### config.mk
export PLATFORM = sky130hd
export DESIGN_NAME = page_switch_ctrl
export DESIGN_NICKNAME = d
export VERILOG_FILES = /design/src/rtl/page_switch_ctrl.sv
export SDC_FILE = /design/constraint.sdc
export NUM_CORES = 1
export LEC_CHECK = 0
export CAP_MARGIN = 20
export CORE_ASPECT_RATIO = 1.4
export CORE_MARGIN = 4
export CORE_UTILIZATION = 60
export CTS_CLUSTER_DIAMETER = 30
export DETAILED_ROUTE_END_ITERATION = 6
export PLACE_DENSITY = 0.9
export SETUP_SLACK_MARGIN = 0.3
export SYNTH_ARGS = -nofsm -noshare
export SYNTH_HDL_FRONTEND = slang
export SYNTH_SLANG_ARGS = --single-unit
### constraint.sdc
create_clock -name clk -period 5.95 [get_ports clk]
set_input_delay 0.8925 -clock clk [delete_from_list [all_inputs] [get_ports clk]]
set_output_delay 0.8925 -clock clk [all_outputs]
set_load 0.03 [all_outputs]
### src/rtl/page_switch_ctrl.sv
// Page sequencer for the VGA page-select multiplexer.
// Debounces the next/previous matrix keys, edge-detects the PS2 space key,
// and switches page only on a frame boundary followed by a run of blanked frames.
module page_switch_ctrl #(
  parameter int NUM_PAGES    = 4,
  parameter int PAGE_W       = 2,
  parameter int DB_CYCLES    = 1000000,
  parameter int BLANK_FRAMES = 2,
  parameter int RESET_PAGE   = 0
) (
  input  logic                 clk,
  input  logic                 rst,
  input  logic [15:0]          btns,
  input  logic [4:0]           ps2_keys,
  input  logic                 v_sync,
  output logic [PAGE_W-1:0]    page_sel,
  output logic [NUM_PAGES-1:0] page_en,
  output logic                 blank,
  output logic                 busy
);

  // The debounce counter only has to reach DB_CYCLES-1 before the state flips.
  localparam int DB_W = (DB_CYCLES < 2) ? 1 : $clog2(DB_CYCLES);
  localparam logic [DB_W-1:0] DB_LAST = DB_W'(DB_CYCLES - 1);

  // The frame counter holds 0..BLANK_FRAMES-1; the increment carries one extra bit.
  localparam int CNT_W = (BLANK_FRAMES < 2) ? 1 : $clog2(BLANK_FRAMES);
  localparam logic [CNT_W:0] CNT_DONE = (CNT_W + 1)'(BLANK_FRAMES);

  localparam logic [PAGE_W-1:0]    LAST_PAGE  = PAGE_W'(NUM_PAGES - 1);
  localparam logic [PAGE_W-1:0]    RESET_SEL  = PAGE_W'(RESET_PAGE);
  localparam logic [NUM_PAGES-1:0] RESET_EN   = NUM_PAGES'(1) << RESET_PAGE;

  typedef enum logic [1:0] {
    SHOW,
    PENDING,
    BLANK
  } state_t;

  logic [1:0]      btn_s1;
  logic [1:0]      btn_s2;
  logic [1:0]      db_state;
  logic [1:0]      db_prev;
  logic [DB_W-1:0] db_cnt [2];
  logic            space_prev;
  logic            vs_s1;
  logic            vs_s2;
  logic            vs_prev;

  logic            next_raw;
  logic            prev_raw;
  logic            next_req;
  logic            prev_req;
  logic            fb;

  state_t            state;
  state_t            state_n;
  logic [PAGE_W-1:0] target;
  logic [PAGE_W-1:0] target_n;
  logic [PAGE_W-1:0] page_n;
  logic [CNT_W-1:0]  frame_cnt;
  logic [CNT_W-1:0]  cnt_n;
  logic [CNT_W:0]    cnt_inc;
  logic [NUM_PAGES-1:0] page_en_n;
  logic              blank_n;
  logic              busy_n;

  // Keys other than next/previous/space are wired in but intentionally ignored.
  logic unused_inputs;
  assign unused_inputs = ^{btns[15:2], ps2_keys[3:0]};

  // Two-flop synchronisers for the asynchronous keys and the vga_clk-domain sync.
  always_ff @(posedge clk or posedge rst) begin
    if (rst) begin
      btn_s1 <= '0;
      btn_s2 <= '0;
      vs_s1  <= 1'b0;
      vs_s2  <= 1'b0;
    end else begin
      btn_s1 <= btns[1:0];
      btn_s2 <= btn_s1;
      vs_s1  <= v_sync;
      vs_s2  <= vs_s1;
    end
  end

  // Each key's debounced level only follows the raw level after it has differed for DB_CYCLES cycles.
  always_ff @(posedge clk or posedge rst) begin
    if (rst) begin
      db_state  <= '0;
      db_cnt[0] <= '0;
      db_cnt[1] <= '0;
    end else begin
      for (int i = 0; i < 2; i++) begin
        if (btn_s2[i] != db_state[i]) begin
          if (db_cnt[i] == DB_LAST) begin
            db_state[i] <= btn_s2[i];
            db_cnt[i]   <= '0;
          end else begin
            db_cnt[i] <= db_cnt[i] + DB_W'(1);
          end
        end else begin
          db_cnt[i] <= '0;
        end
      end
    end
  end

  // Previous-cycle copies used to turn levels into one-cycle edge pulses.
  always_ff @(posedge clk or posedge rst) begin
    if (rst) begin
      db_prev    <= '0;
      space_prev <= 1'b0;
      vs_prev    <= 1'b0;
    end else begin
      db_prev    <= db_state;
      space_prev <= ps2_keys[4];
      vs_prev    <= vs_s2;
    end
  end

  // Contradictory simultaneous requests cancel each other out.
  assign next_raw = (db_state[0] & ~db_prev[0]) | (ps2_keys[4] & ~space_prev);
  assign prev_raw = db_state[1] & ~db_prev[1];
  assign next_req = next_raw & ~prev_raw;
  assign prev_req = prev_raw & ~next_raw;
  assign fb       = vs_prev & ~vs_s2;
  assign cnt_inc  = {1'b0, frame_cnt} + (CNT_W + 1)'(1);

  // Next-state logic; outputs are derived from the next state so they can be registered together.
  always_comb begin
    state_n   = state;
    page_n    = page_sel;
    target_n  = target;
    cnt_n     = frame_cnt;
    page_en_n = '0;
    blank_n   = 1'b0;
    busy_n    = 1'b0;

    case (state)
      SHOW: begin
        if (next_req) begin
          target_n = (page_sel == LAST_PAGE) ? '0 : page_sel + PAGE_W'(1);
          state_n  = PENDING;
        end else if (prev_req) begin
          target_n = (page_sel == '0) ? LAST_PAGE : page_sel - PAGE_W'(1);
          state_n  = PENDING;
        end
      end
      PENDING: begin
        if (fb) begin
          page_n  = target;
          cnt_n   = '0;
          state_n = (BLANK_FRAMES == 0) ? SHOW : BLANK;
        end
      end
      BLANK: begin
        if (fb) begin
          cnt_n = cnt_inc[CNT_W-1:0];
          if (cnt_inc == CNT_DONE) begin
            state_n = SHOW;
          end
        end
      end
      default: begin
        state_n = SHOW;
      end
    endcase

    busy_n  = (state_n != SHOW);
    blank_n = (state_n == BLANK);
    if (state_n == SHOW) begin
      page_en_n = NUM_PAGES'(1) << page_n;
    end
  end

  // State, page and all outputs update on the same edge so they never disagree.
  always_ff @(posedge clk or posedge rst) begin
    if (rst) begin
      state     <= SHOW;
      page_sel  <= RESET_SEL;
      target    <= RESET_SEL;
      frame_cnt <= '0;
      page_en   <= RESET_EN;
      blank     <= 1'b0;
      busy      <= 1'b0;
    end else begin
      state     <= state_n;
      page_sel  <= page_n;
      target    <= target_n;
      frame_cnt <= cnt_n;
      page_en   <= page_en_n;
      blank     <= blank_n;
      busy      <= busy_n;
    end
  end

endmodule
==> results.txt <==
* Total nets after synthesis: 304
* Largest net degree at the start of global routing: 66
- Buffers added to address setup during post-CTS repair amount to 0.
- The floorplan has 30 rows.
* Final period util: 41.3%
* Syn Area/Cell: between 10 and 15 um^2
- Endpoints failing hold: 0
- The path with the worst hold slack has its endpoint at btn_s2[0].
- Yosys warning total: 0
- Placement Cell Area: between 3000 and 4000 um^2
- For this block, the routed nets add up to 5.20 mm of wire.
- After clock tree synthesis, the clock-pin slew on the worst setup and hold paths is approximately 70 ps.
* Buffers on Ports: 13
* Pin slew with the least headroom to its limit: just under 1000 ps
* CP Buf/Inv Count: 4
- In this run the clock root is driven by a sky130_fd_sc_hd__clkbuf_8.
- Hold-fix buffer count after cts: 0
* Flip-flop and latch count after synthesis: 65
- TritonCTS built the clock tree.
- CP Max Fanout: 3
- The final-report max-slew violation count was 0.
* Data required, critical path: a little over 6000 ps
- Hold path cells: 0
- Chip Height: slightly above 90 um
- Num Clock Sinks: 65
* Die area: approximately 6200 um^2
- Count of maximum capacitance violations: 0
* Pwr per Cell Area: around 310 nW/um^2
- Timing-limited maximum frequency: 407 MHz
- Sequential elements use 54.3% of the synthesized area.
- The worst hold path belongs to the class flip-flop to flip-flop.
- Depth of the most critical reg-to-reg path: 4
* Top cells by area, synth: sky130_fd_sc_hd__dfrtp_1 53%, sky130_fd_sc_hd__xnor2_1 5.8%, sky130_fd_sc_hd__nor2_1 4.8%
- The analysis attributes to cell leakage a power of around 0.0014 uW.
- CTS max path bufs: 2
- The signal on the critical path passes through clkdlybuf4s50_1 > inv_1 > o22ai_1 > inv_1 > ha_1 > nor3_1 > a2bb2oi_1 > inv_1 > nor3_1.
- Max_slew headroom: 35.0%
- CP peak stage delay: just under 500 ps
- Once the floorplan was initialized, standard cells occupied about three fifths of the core.
- Total half-perimeter wirelength after legalization and detailed placement: between 3 and 4 mm
- The initial antenna violation count came to 0.
* Top delay family on crit path: buffers and inverters
- The H-tree generated during clock tree synthesis spans 3 levels.
- Final design instance area without fill: 3370 um^2
- The run finished with clean final reports.
- Growth of design area from synthesis to finish: 12.4%
- Total clock buffers created by CTS: 9
- Type of element launching the critical path: primary input
* Largest area contributor in the synthesized netlist: sky130_fd_sc_hd__dfrtp_1
* Average wire length per cell after detail routing: 14.2 um
- The post-route netlist has around 10% of its cells at a drive strength greater than 1.
- Top-level port count: 32
- After detailed routing, the number of remaining DRC violations is 0.
- The first global-routing pass estimated slightly above 9 mm of wire.
- Post-place setup slack: around 3100 ps
- Synthesis handed over a netlist of roughly 270 instances.
- The routed layout has 2098 vias.
- The via count of the first global-routing pass is ~2100.
* Drt first pass iters: 4
* Crit end category: flip-flop
- Reg2reg start: db_cnt[0]
- Routed vias/inst: ~5.7
- In this run the register-to-register setup slack is 3760 ps.
- Worst-path cell with the longest stage delay: sky130_fd_sc_hd__clkdlybuf4s50_1
* Routability-driven placement congestion ratio: ~0.82
- Global routing used between 10% and 20% of the available tracks.
- Core region area: just under 5000 um^2
- After synthesis, the largest area contributor takes up between 50 and 60% of total cell area.
- The startpoint identified for the worst hold timing path is btn_s1[0].
* Worst Path Class, Setup: primary input to flip-flop
* Setup ws final: ~3500 ps
* Maximum ir drop on the vdd rail: between 150 and 200 uV
- Final number of setup-violating endpoints: 0
- Width of the die: roughly 68 um
- Number of nets still failing antenna checks after routing: 0
- The number of antenna diodes in the final layout is 0.
- Remaining Overflow, GRT: 0
* Final critical path time including I/O delays and setup: approximately 2500 ps
* Hold WS: 349 ps
- Drt first-iter violations: 189
* Cell area after technology mapping: 3000 um^2
- Net count, final: between 300 and 400
- Gates resized during post-CTS repair numbered 0.
- Endpoint of the worst-slack reg-to-reg timing path: db_cnt[3]
- Clock Skew: 5.53 ps
- Clock latency of the later-clocked register in the worst-skew pair: 340 ps
- Arrival time of the worst setup path: 2720 ps
- After routing, the total negative slack on setup checks comes to 0 ps.
- Count of unique library cells instantiated by Yosys: 45
- RSZ-0062 raised after global routing: no
- By instance count, the cell type seen most on the critical path is sky130_fd_sc_hd__inv_1.
==> logic make-up after synthesis <==
kind of cell | Yosys count | synth area share, %
adders and majority gates | 6 | 2.51
DFF | 65 | 54.3
muxes | 5 | 1.92
xor gates and xnor gates | 31 | 9.06
AOI/OAI and AO/OA | 29 | 6.93
buffers and inverters | 18 | 2.63
and+or+nand+nor | 120 | 22.6
==> power breakdown <==
group	internal, uW	switching, uW	leakage (uW)
logic	90.6	120	0.000487
registers	489	36.5	0.000863
clock network	151	171	0.0000785
total	731	328	0.00143
==> cell usage in the layout, fill, tap and decap left out, types with 3 or more instances in the layout <==
cell type / n
sky130_fd_sc_hd__nor2_1: 38
sky130_fd_sc_hd__or3_1: 3
sky130_fd_sc_hd__clkbuf_8: 9
sky130_fd_sc_hd__and4_1: 5
sky130_fd_sc_hd__a21oi_1: 12
sky130_fd_sc_hd__o21ai_0: 6
sky130_fd_sc_hd__xnor2_1: 20
sky130_fd_sc_hd__nand4_1: 9
sky130_fd_sc_hd__clkdlybuf4s50_1: 13
sky130_fd_sc_hd__or4_1: 3
sky130_fd_sc_hd__nand2_1: 10
sky130_fd_sc_hd__nor3_1: 9
sky130_fd_sc_hd__xor2_1: 11
sky130_fd_sc_hd__nor4_1: 9
sky130_fd_sc_hd__inv_1: 15
sky130_fd_sc_hd__a21o_1: 3
sky130_fd_sc_hd__nand3_1: 13
sky130_fd_sc_hd__ha_1: 6
sky130_fd_sc_hd__dfrtp_1: 64
sky130_fd_sc_hd__clkinvlp_4: 3
==> layer usage <==
layer	up-vias	global-route usage (%)	wire length (um)
met5	-	0	0
met4	0	12.2	139
met3	14	3.92	165
met2	41	33.1	2740
met1	1025	22.2	2160
li1	1018	-	-
==> per-stage QoR <==
stage | total power (uW) | utilization [%] | instances
final | 1060 | 69.6 | 366
after global routing | 1110 | 69.6 | 366
after CTS | 1070 | 69.6 | 366
after detailed placement | 746 | 66.0 | 350
after global placement | 734 | 66.0 | 350
after floorplan | 669 | - | 274
==> Yosys cell counts (all sizes together) <==
cell type and instances:
nor2 38, nor4 9, ha 6, nand2 10, or4 4, nand3 14
nand2b 1, nor3 9, buf 2, nor2b 2, nand4 11, nor4b 2
and3 3, mux2i 2, dfrtp 64, or3 5, o22ai 1, nor4bb 2
inv 16, dfstp 1, a21o 3, nor3b 1, a21oi 12, xor2 11
or4b 3, a2bb2oi 1, and4 5, o21ai 6, nand3b 1, o41ai 1
o31ai 3, a22o 1, a211oi 1, mux2 3, xnor2 20
==> sequential cells by signal, indices dropped and copies added, names as in the netlist, 2 cells and up <==
signal / flops
db_state: 2
page_en: 4
target: 2
state: 2
page_sel: 2
btn_s1: 2
btn_s2: 2
db_prev: 2
db_cnt: 40
==> worst max path at each step <==
stage,slack [ps],end,startpoint,cells after the start
floorplan,3430,blank,rst,1
global placement,3300,page_en[3],ps2_keys[4],9
detailed placement,3140,page_en[3],ps2_keys[4],9
CTS,3510,page_en[3],ps2_keys[4],9
global route,3290,page_en[3],ps2_keys[4],9
finish,3490,page_en[3],ps2_keys[4],9
==> cell type report <==
cell class | count | area (um^2)
fillers | 333 | 1470
clock inverters | 6 | 45.0
flip-flops and latches | 65 | 1630
clock buffers | 10 | 128
repair buffers | 14 | 138
inverters | 16 | 60.1
multi-input cells | 191 | 1290
well taps | 64 | 80.1
No activity file was read; power rests on OpenSTA's default activity.
